File: config.mk
export PLATFORM = sky130hd
export DESIGN_NAME = biu_bus_arbiter
export DESIGN_NICKNAME = d
export VERILOG_FILES = /design/src/rtl/biu_bus_arbiter.sv
export SDC_FILE = /design/constraint.sdc
export NUM_CORES = 1
export LEC_CHECK = 0
export BUFFER_PORTS_ARGS = -buffer_cell sky130_fd_sc_hd__buf_4
export CORE_MARGIN = 2
export CORE_UTILIZATION = 45
export DETAILED_ROUTE_END_ITERATION = 10
export PLACE_DENSITY = 0.68
export SYNTH_ARGS = -nofsm -noshare
export SYNTH_HDL_FRONTEND = slang
export SYNTH_SLANG_ARGS = --single-unit
File: constraint.sdc
create_clock -name clk -period 1.65 [get_ports clk]
set_input_delay 0.2475 -clock clk [delete_from_list [all_inputs] [get_ports clk]]
set_output_delay 0.2475 -clock clk [all_outputs]
set_load 0.005 [all_outputs]
File: src/rtl/biu_bus_arbiter.sv
// biu_bus_arbiter
// Shares the 16-bit bus interface unit between the fetch control unit (FCU) and
// the execution unit (EU). Level requests are arbitrated round-robin, one owner
// at a time. The owner's transfer select is latched at grant and presented to the
// BIU while chip select is high. The arbiter waits for ready_bus, pulses done to
// the owner for one cycle, and then forces a turnaround cycle before the next
// grant. If the BIU never answers, the transfer is released after TIMEOUT_CYC
// busy cycles and a sticky timeout flag is raised.
//
// Ports:
//   clk, reset            clock, synchronous active-high reset
//   req_fcu, sel_fcu_in   fetch unit request (level) and transfer select
//   req_eu, sel_eu_in     execution unit request (level) and transfer select
//   ready_bus             BIU transfer-complete strobe
//   cs_biu, sel_biu       BIU chip select and transfer select
//   gnt_fcu, gnt_eu       bus ownership (BUSY and RELEASE)
//   done_fcu, done_eu     one-cycle completion pulses
//   timeout_err           sticky BIU timeout flag, cleared only by reset

module biu_bus_arbiter #(
    parameter int unsigned TIMEOUT_CYC = 16,
    parameter int unsigned CNT_W       = 5
) (
    input  logic       clk,
    input  logic       reset,
    input  logic       req_fcu,
    input  logic [1:0] sel_fcu_in,
    input  logic       req_eu,
    input  logic [1:0] sel_eu_in,
    input  logic       ready_bus,
    output logic       cs_biu,
    output logic [1:0] sel_biu,
    output logic       gnt_fcu,
    output logic       gnt_eu,
    output logic       done_fcu,
    output logic       done_eu,
    output logic       timeout_err
);

    typedef enum logic [1:0] {
        StIdle,
        StBusy,
        StRelease
    } state_t;

    state_t           state;
    logic             owner;       // 0 = FCU, 1 = EU
    logic             last_owner;
    logic [1:0]       sel_q;
    logic [CNT_W-1:0] tcnt;

    logic grant_eu;
    logic timeout_hit;

    // EU wins when it is the only requester, or on a tie when FCU owned last.
    assign grant_eu    = req_eu && (!req_fcu || !last_owner);
    assign timeout_hit = (tcnt == CNT_W'(TIMEOUT_CYC - 1));

    // Select is forced to zero whenever the BIU is not selected.
    assign sel_biu = cs_biu ? sel_q : 2'b00;

    always_ff @(posedge clk) begin
        if (reset) begin
            state       <= StIdle;
            owner       <= 1'b0;
            last_owner  <= 1'b1;
            sel_q       <= 2'b00;
            tcnt        <= '0;
            cs_biu      <= 1'b0;
            gnt_fcu     <= 1'b0;
            gnt_eu      <= 1'b0;
            done_fcu    <= 1'b0;
            done_eu     <= 1'b0;
            timeout_err <= 1'b0;
        end else begin
            unique case (state)
                StIdle: begin
                    if (req_fcu || req_eu) begin
                        state  <= StBusy;
                        tcnt   <= '0;
                        cs_biu <= 1'b1;
                        owner  <= grant_eu;
                        sel_q  <= grant_eu ? sel_eu_in : sel_fcu_in;
                        gnt_eu  <= grant_eu;
                        gnt_fcu <= !grant_eu;
                    end
                end
                StBusy: begin
                    tcnt <= tcnt + CNT_W'(1);
                    // ready_bus takes precedence over a coincident timeout.
                    if (ready_bus || timeout_hit) begin
                        state    <= StRelease;
                        cs_biu   <= 1'b0;
                        done_eu  <= owner;
                        done_fcu <= !owner;
                        if (!ready_bus) begin
                            timeout_err <= 1'b1;
                        end
                    end
                end
                StRelease: begin
                    // Always return to idle: this is the bus turnaround cycle.
                    state      <= StIdle;
                    last_owner <= owner;
                    gnt_fcu    <= 1'b0;
                    gnt_eu     <= 1'b0;
                    done_fcu   <= 1'b0;
                    done_eu    <= 1'b0;
                end
                default: begin
                    state <= StIdle;
                end
            endcase
        end
    end

endmodule

# Yosys cells after proc, flatten, opt, wreduce, memory -nomap -nowiden
# Index checks and enable logic that the tools add are counted.
[word_totals]
register_bits = 17
input_bits = 9
out_inout_bits = 8
wordCells = 55
[classes]
addsub = 1
n_eq_ne = 5
mux = 18
bitwise_logic = 1
reduce_logical = 19
[ops]
columns = ["operator", "n"]
rows = [
  ["$pmux W1 S2", 5],
  ["$pmux W5 S2", 1],
  ["$reduce_and A2 Y1", 5],
  ["$mux W2", 4],
  ["$mux W1", 6],
  ["$reduce_and A3 Y1", 2],
  ["$reduce_bool A2 Y1", 3],
  ["$add A5 B1 Y5 const B", 1],
  ["$eq A5 B4 Y1 const B", 1],
  ["$mux W5", 1],
  ["$logic_not A1 Y1", 4],
  ["$ne A2 B2 Y1 const B", 2],
  ["$pmux W2 S2", 1],
  ["$logic_or A1 B1 Y1", 3],
  ["$eq A2 B1 Y1 const B", 1],
  ["$eq A2 B2 Y1 const B", 1],
  ["$logic_not A2 Y1", 1],
  ["$logic_and A1 B1 Y1", 1],
  ["$not A1 Y1", 1],
]

# Depth between registers and ports, before layout
# Gate-level depths: netlist of run 1.
[depth]
depth_word = 6
ltp_mapped = 6
depth_no_buf = 6

# Worst setup path before layout of run 1
# OpenSTA, ideal clock, no wires.
[synth_path]
kind = "register to register"
startpoint = "reg tcnt[0]"
endpoint = "reg done_eu"
setup_ns = 0.132
arrival_ns = 1.307
required_time_ns = 1.518
path_slack_ns = 0.211
path_stages_with_launch = 7
n_path_buf = 0
period_less_slack_ns = 1.439
path_cell_list = "dfxtp_1 > ha_1 > and3_1 > ha_1 > nor2_1 > or3_1 > a21oi_1"
[synth_between]
elab_chain_len = 4
[synth_lines]
columns = ["element", "line_no", "text"]
rows = [
  ["start, declared", "50", "logic [CNT_W-1:0] tcnt;"],
  ["start signal, assigned", "89", "tcnt <= tcnt + CNT_W'(1);"],
  ["$eq A5 B4 Y1", "57", "assign timeout_hit = (tcnt == CNT_W'(TIMEOUT_CYC - 1));"],
  ["$logic_or A1 B1 Y1", "91", "if (ready_bus || timeout_hit) begin"],
  ["$ne A2 B2 Y1 (no line)", "-", ""],
  ["$reduce_and A2 Y1 (no line)", "-", ""],
  ["end signal, assigned", "94", "done_eu <= owner;"],
  ["end, declared", "36", "output logic done_eu,"],
]
# No other way between the ends.
# A chain may end at the register's enable or synchronous reset.

# Worst setup path in the final report of run 1
# Same ends and word-level chain as after synthesis.

==> run summary, run 1 <==
FILL cells -> 148
CP max stage cell -> dfxtp_1
DR vias/cell -> 5.62
Maximum clock insertion buffer count -> 2
Syn nets -> 97
CTS tree -> done
HPWL after DPL -> 1150 um
Synth Flop Type -> dfxtp_1
Slew @ Worst Pin -> 0.346 ns
Num rows -> 14
Reg2reg start -> tcnt[0]$_SDFFE_PP0P_
Post-synth EDFFs -> 0
Vias after detailed routing -> 674
DRT Wirelength -> 1520 um
Full die area -> 0.00203 sq mm
Tot GR Track Use -> 18.6%
Critical path class -> reg2reg
Critical path capture point type -> register
Area of the multi-input gates -> 399 sq um
Vias in the first global route -> 637
Post-synth cell types -> 30
Post-DP Area -> 891 sq um
Relative slew slack -> 76.9%
Gr ovfl total -> 0
Min Clock Period, post-route -> 1.51 ns
Setup Viol. Count Final -> 0
TritonCTS buffer count -> 3
Worst stage delay on the critical path -> 0.38 ns
Root buffer cell -> clkbuf_4
DIE HEIGHT -> 45.1 um
Share of async-settable or async-resettable flops after synthesis -> 0%
Register area -> 340 sq um
Die width -> 45.1 um
N_diodes -> 0
Area Overhead vs Synth -> 21.7%
Initial antenna violation count -> 0
FMAX -> 663 MHz
Worst reg2reg setup slack -> 0.14 ns
Req. time, crit path -> 1.88 ns
Combinational fraction of design power -> 15.0%
Max Cap Viol -> 0
Unrepaired setup endpoints after global routing -> false
Initial Utilization -> 49.3%
Power Internal -> 588 uW
P_sw -> 206 uW
First-pass GRT wire length -> 2720 um
Sw Ratio -> 25.9%
CP startpoint -> tcnt[0]$_SDFFE_PP0P_
R2r endpoint -> done_eu$_SDFFE_PP0P_
Status -> completed
Cts hold-fix bufs -> 0
Warnings from Yosys -> 0
Clock Latency Late Sink -> 0.29 ns
Share of cells above drive strength 1 -> 22.1%
Clock slew at reported path FFs -> 0.10 ns
Flop pwr share -> 57.0%
Final Hold Vio Count -> 0
Placer Congestion -> 0.806
Largest net degree at the start of global routing -> 17
Fin worst setup slack -> 0.143 ns
Number of routed nets with antenna violations -> 0
Fin area -> 925 sq um
Worst hold stages -> 2
Crit-path most repeated cell -> ha_1
Mean routed wirelength per cell -> 12.6 um
# port buffers -> 16
Top delay family on crit path -> simple AND/OR/NAND/NOR gates
Yosys top cell by area -> dfxtp_1
Pwr Density -> 858 mW/mm^2
Cell Area, Synth -> 759 sq um
Syn Area/Cell -> 8.83 sq um
Top-area cell type share of the netlist area -> 44.8%
Post-Synthesis Cells -> 86
VDD IR max -> 679 uV
H-Tree Depth -> 1
Setup TNS -> 0 ns
WP data arrival -> 1.74 ns
Pre-CTS setup slack -> 0.0748 ns
Part of the cycle the worst path needs -> 91.4%
Core area -> 0.00154 sq mm
Hold path start -> reset
CP Cell Sequence -> ha_1 > and3_1 > ha_1 > nor2_4 > or3_1 > a21oi_1
Worst Hold End -> gnt_eu$_SDFFE_PP0P_
Drt first-iter violations -> 20
First drt pass iteration count -> 4
Synth area leaders -> dfxtp_1 (45%), a21oi_1 (6.6%), mux2i_1 (4.0%), o211ai_1 (4.0%), ha_1 (3.3%)
Clock Sinks -> 17
Seq/Total Area, Yosys -> 44.8%
Leak -> 0.000384 uW
Fin. max-slew vios -> 0
Buf/Inv on CP -> 0
Reg2Reg Depth -> 6
Clk pwr share -> 28.0%
Startpoint Class -> register
Hold Path Class -> in2reg
CP Max Fanout -> 7
Final #Nets -> 116
Synthesized flop and latch total -> 17
Residual DRC -> 0
Io pins -> 17
Fin Clk Skew -> 0.00747 ns
worst max path at each step:
stage | slack, ns | end | depth (start not counted)
floorplan | 0.21 | done_eu$_SDFFE_PP0P_ | 6
global placement | 0.13 | cs_biu$_SDFFE_PP0P_ | 6
detailed placement | 0.07 | cs_biu$_SDFFE_PP0P_ | 6
CTS | 0.06 | done_eu$_SDFFE_PP0P_ | 6
global route | 0.0008 | done_fcu$_SDFFE_PP0P_ | 6
finish | 0.14 | done_eu$_SDFFE_PP0P_ | 6
cells in the final DEF (no fill, tap or decap), types with 3 or more instances in the layout:
| cell type | netlist | routed |
|---|---|---|
| o211ai_1 | 4 | 4 |
| o21ai_0 | 5 | 5 |
| nand3_1 | 3 | 3 |
| clkbuf_4 | 0 | 3 |
| inv_1 | 5 | 5 |
| mux2i_1 | 3 | 3 |
| nand2_1 | 3 | 3 |
| nor2_1 | 6 | 5 |
| or3_1 | 4 | 4 |
| a21oi_1 | 10 | 10 |
| dfxtp_1 | 17 | 17 |
| buf_4 | 0 | 16 |
Yosys cell counts, drive strengths merged (2+ instances only):
library cell	number
dfxtp	17
o211ai	5
inv	5
or3	4
mux2i	3
a21oi	10
nor3b	2
nor3	2
a211oi	2
nor2	6
o21ai	5
and2	2
nand2	3
or2	2
ha	2
nand3	3
nand2b	2
power by group through the flow:
stage	sequential [uW]	clock, uW	combinational [uW]
finish	453	222	119
global route	456	246	133
CTS	453	231	118
detailed placement	462	0	118
global placement	462	0	116
floorplan	457	0	70.9
per-stage QoR:
step | hold slack, ns | util, % | instances | total power [uW]
floorplan | 0.320 | - | 86 | 527
global placement | 0.457 | 57.8 | 116 | 577
detailed placement | 0.458 | 57.8 | 116 | 580
CTS | 0.221 | 59.5 | 120 | 802
global route | 0.229 | 60.0 | 120 | 835
finish | 0.228 | 60.0 | 120 | 794
cells by family (layout without fill, tap and decap cells):
group | Yosys count | after routing | synth area share (%)
flip-flops | 17 | 17 | 44.8
AND/OR/NAND/NOR | 30 | 30 | 21.7
AO/OA/AOI/OAI | 27 | 27 | 22.6
multiplexers | 3 | 3 | 3.95
adder cells (fa/ha/maj) | 2 | 2 | 3.29
buffers and inverters | 7 | 25 | 3.62
registers in the layout (all words and copies together) (netlist names):
name	flops
done_eu	1
owner	1
state	2
tcnt	5
gnt_eu	1
done_fcu	1
sel_q	2
last_owner	1
timeout_err	1
gnt_fcu	1
cs_biu	1
layer usage:
layer	wire (um)	vias to the layer above	track usage (%)	share of wire, %
li1	-	344	-	-
met4	25	0	8.24	1.6
met1	701	301	23.1	46
met3	114	5	8.40	7.5
met2	676	24	27.7	45
met5	0	-	0	0
worst reg2reg max path, delay by kind of cell, from the launching register on:
| kind | cells | cell delay (ns) |
|---|---|---|
| AND/OR/NAND/NOR | 3 | 0.54 |
| AO/OA/AOI/OAI | 1 | 0.13 |
| flip-flops | 1 | 0.38 |
| adder cells (fa/ha/maj) | 2 | 0.40 |
area by class of cell:
class                           count  share of cell area, %
Clock buffer                        4                   2.84
Timing Repair Buffer               16                   13.0
Inverter                            5                   2.03
Multi-Input combinational cell     62                   43.2
Tap cell                           16                   2.17
Sequential cell                    17                   36.8
repair_timing:
| item | 4_1_cts | 5_1_grt |
|---|---|---|
| setup buffers | 0 | 0 |
| setup endpoints to repair | 0 | 4 |
| gates resized for setup | 0 | 2 |
Power figures use the tool's default switching activity.
==> run 2: changes to the inputs <==
Settings changed: BUFFER_PORTS_ARGS -buffer_cell sky130_fd_sc_hd__buf_4 to -buffer_cell sky130_fd_sc_hd__buf_2, CELL_PAD_IN_SITES_DETAIL_PLACEMENT set to 2, CELL_PAD_IN_SITES_GLOBAL_PLACEMENT set to 2, CORE_UTILIZATION 45 to 30, PLACE_DENSITY 0.68 to not set, PLACE_DENSITY_LB_ADDON set to 0.1.
==> run 2 against run 1 <==
Compared with the run above:
- cell count up 14%
- first-iteration DRC count shrank 80%
- maximum frequency is 0.23% lower
- largest cell class unchanged
- register-to-register slack hardly changed
- critical path type unchanged
- wire length increased by 29%
- clock power up 5%
==> run summary, run 2 (synthesized netlist as in run 1, its figures left out) <==
Critical path class -> reg2reg
Drt first-iter violations -> 4
Leak -> 0.000391 uW
Max Cap Viol -> 0
Die width -> 54.3 um
Placer Congestion -> 0.706
Worst hold stages -> 3
Fin. max-slew vios -> 0
Post-CTS Setup Bufs -> 0
Share of cells above drive strength 1 -> 26.2%
Clock slew at reported path FFs -> 0.11 ns
CTS tree -> done
Critical path capture point type -> register
Mean routed wirelength per cell -> 14.3 um
H-Tree Depth -> 1
Core area -> 0.00243 sq mm
Largest net degree at the start of global routing -> 16
Cts hold-fix bufs -> 0
Hold path start -> sel_eu_in[0]
Vias in the first global route -> 717
Part of the cycle the worst path needs -> 91.6%
N_diodes -> 0
Area Overhead vs Synth -> 22.2%
Num rows -> 18
Gr ovfl total -> 0
DR vias/cell -> 5.22
DIE HEIGHT -> 54.3 um
VDD IR max -> 405 uV
Number of routed nets with antenna violations -> 0
Wire length on met1 -> 907 um
CP Cell Sequence -> ha_1 > and3_1 > ha_2 > nor2_4 > or3_1 > a21oi_1
Req. time, crit path -> 1.89 ns
Initial antenna violation count -> 0
Clock Latency Late Sink -> 0.30 ns
Status -> completed
Top layer in use -> met4
Clock Sinks -> 17
Slew @ Worst Pin -> 0.337 ns
Worst stage delay on the critical path -> 0.37 ns
Worst reg2reg setup slack -> 0.14 ns
TritonCTS buffer count -> 3
Vias after detailed routing -> 715
Startpoint Class -> register
Pwr Density -> 868 mW/mm^2
Worst Hold End -> sel_q[0]$_SDFFE_PP0P_
Setup Viol. Count Final -> 0
HPWL after DPL -> 1510 um
Initial Utilization -> 31.2%
Relative slew slack -> 77.5%
Residual DRC -> 0
Most frequent cells in the layout -> dfxtp_1 (16), buf_2 (16), a21oi_1 (10)
Root buffer cell -> clkbuf_4
Met3 Wirelength -> 87 um
Unrepaired setup endpoints after global routing -> false
Io pins -> 17
CP max stage cell -> dfxtp_2
Max reg flops -> 5
First drt pass iteration count -> 3
Tot GR Track Use -> 16.0%
Full die area -> 0.00295 sq mm
Top Registers -> tcnt x5, sel_q x2, state x2
# port buffers -> 16
Final #Nets -> 119
CP Max Fanout -> 7
Reg2Reg Depth -> 6
Maximum clock insertion buffer count -> 2
Hold Path Class -> in2reg
R2r endpoint -> done_eu$_SDFFE_PP0P_
Fin Clk Skew -> 0.00677 ns
Setup TNS -> 0 ns
Most flops, register -> tcnt
WP data arrival -> 1.75 ns
Final Hold Vio Count -> 0
FILL cells -> 289
DRT Wirelength -> 1960 um
Final Util -> 38.2%
First-pass GRT wire length -> 3260 um
Met2 routed WL -> 934 um
Reg2reg start -> tcnt[0]$_SDFFE_PP0P_
Min Clock Period, post-route -> 1.51 ns
FMAX -> 662 MHz
## run 2: routing by layer
| metal | global-route usage [%] | vias to the layer above |
|---|---|---|
| li1 | - | 350 |
| met1 | 19.6 | 346 |
| met2 | 25.7 | 15 |
| met3 | 3.83 | 4 |
| met4 | 8.75 | 0 |
| met5 | 0 | - |
## run 2: metrics by stage
| step | total power (uW) | cells | instance area (sq um) | setup WS [ns] | hold WS (ns) |
|---|---|---|---|---|---|
| 4_1_cts | 819 | 137 | 920 | 0.0792 | 0.271 |
| 3_5_place_dp | 583 | 133 | 891 | 0.00946 | 0.466 |
| 5_1_grt | 860 | 137 | 928 | 0.0311 | 0.298 |
| 3_3_place_gp | 577 | 133 | 891 | 0.109 | 0.452 |
| 2_1_floorplan | 527 | 86 | 759 | 0.211 | 0.320 |
| 6_report | 806 | 137 | 928 | 0.139 | 0.281 |
## run 2: what timing repair did
item | CTS | global route
pin swaps | 0 | 0
gates resized for setup | 1 | 3
endpoints found under the setup margin | 1 | 4
## run 2: layout make-up
class	count	area (sq um)	area share, %
Timing Repair Buffer	19	103	11.1
Sequential cell	17	342	36.8
Multi-Input combinational cell	62	402	43.3
Clock buffer	4	26.3	2.83
Tap cell	30	37.5	4.04
Inverter	5	18.8	2.02
## run 2: worst max-delay path: cells and delay by family, from the launching register on
family,cells,cell delay [ns]
flops,1,0.37
simple gates,3,0.56
fa+ha+maj,2,0.40
compound gates,1,0.13
## run 2: worst max-delay path by stage
stage	start	end	slack, ns	cells after the start
2_1_floorplan	tcnt[0]$_SDFFE_PP0P_	done_eu$_SDFFE_PP0P_	0.21	6
3_3_place_gp	tcnt[0]$_SDFFE_PP0P_	done_fcu$_SDFFE_PP0P_	0.11	6
3_5_place_dp	tcnt[0]$_SDFFE_PP0P_	done_fcu$_SDFFE_PP0P_	0.009	6
4_1_cts	tcnt[0]$_SDFFE_PP0P_	done_fcu$_SDFFE_PP0P_	0.08	6
5_1_grt	tcnt[0]$_SDFFE_PP0P_	done_fcu$_SDFFE_PP0P_	0.03	6
6_report	tcnt[0]$_SDFFE_PP0P_	done_eu$_SDFFE_PP0P_	0.14	6
## run 2: report_power, final
| group | leakage (uW) | internal (uW) | switching, uW |
|---|---|---|---|
| combinational | 0.000236 | 54.9 | 65.5 |
| sequential | 0.000139 | 434 | 18.1 |
| clock | 0.0000150 | 94.2 | 139 |
| total | 0.000391 | 583 | 223 |
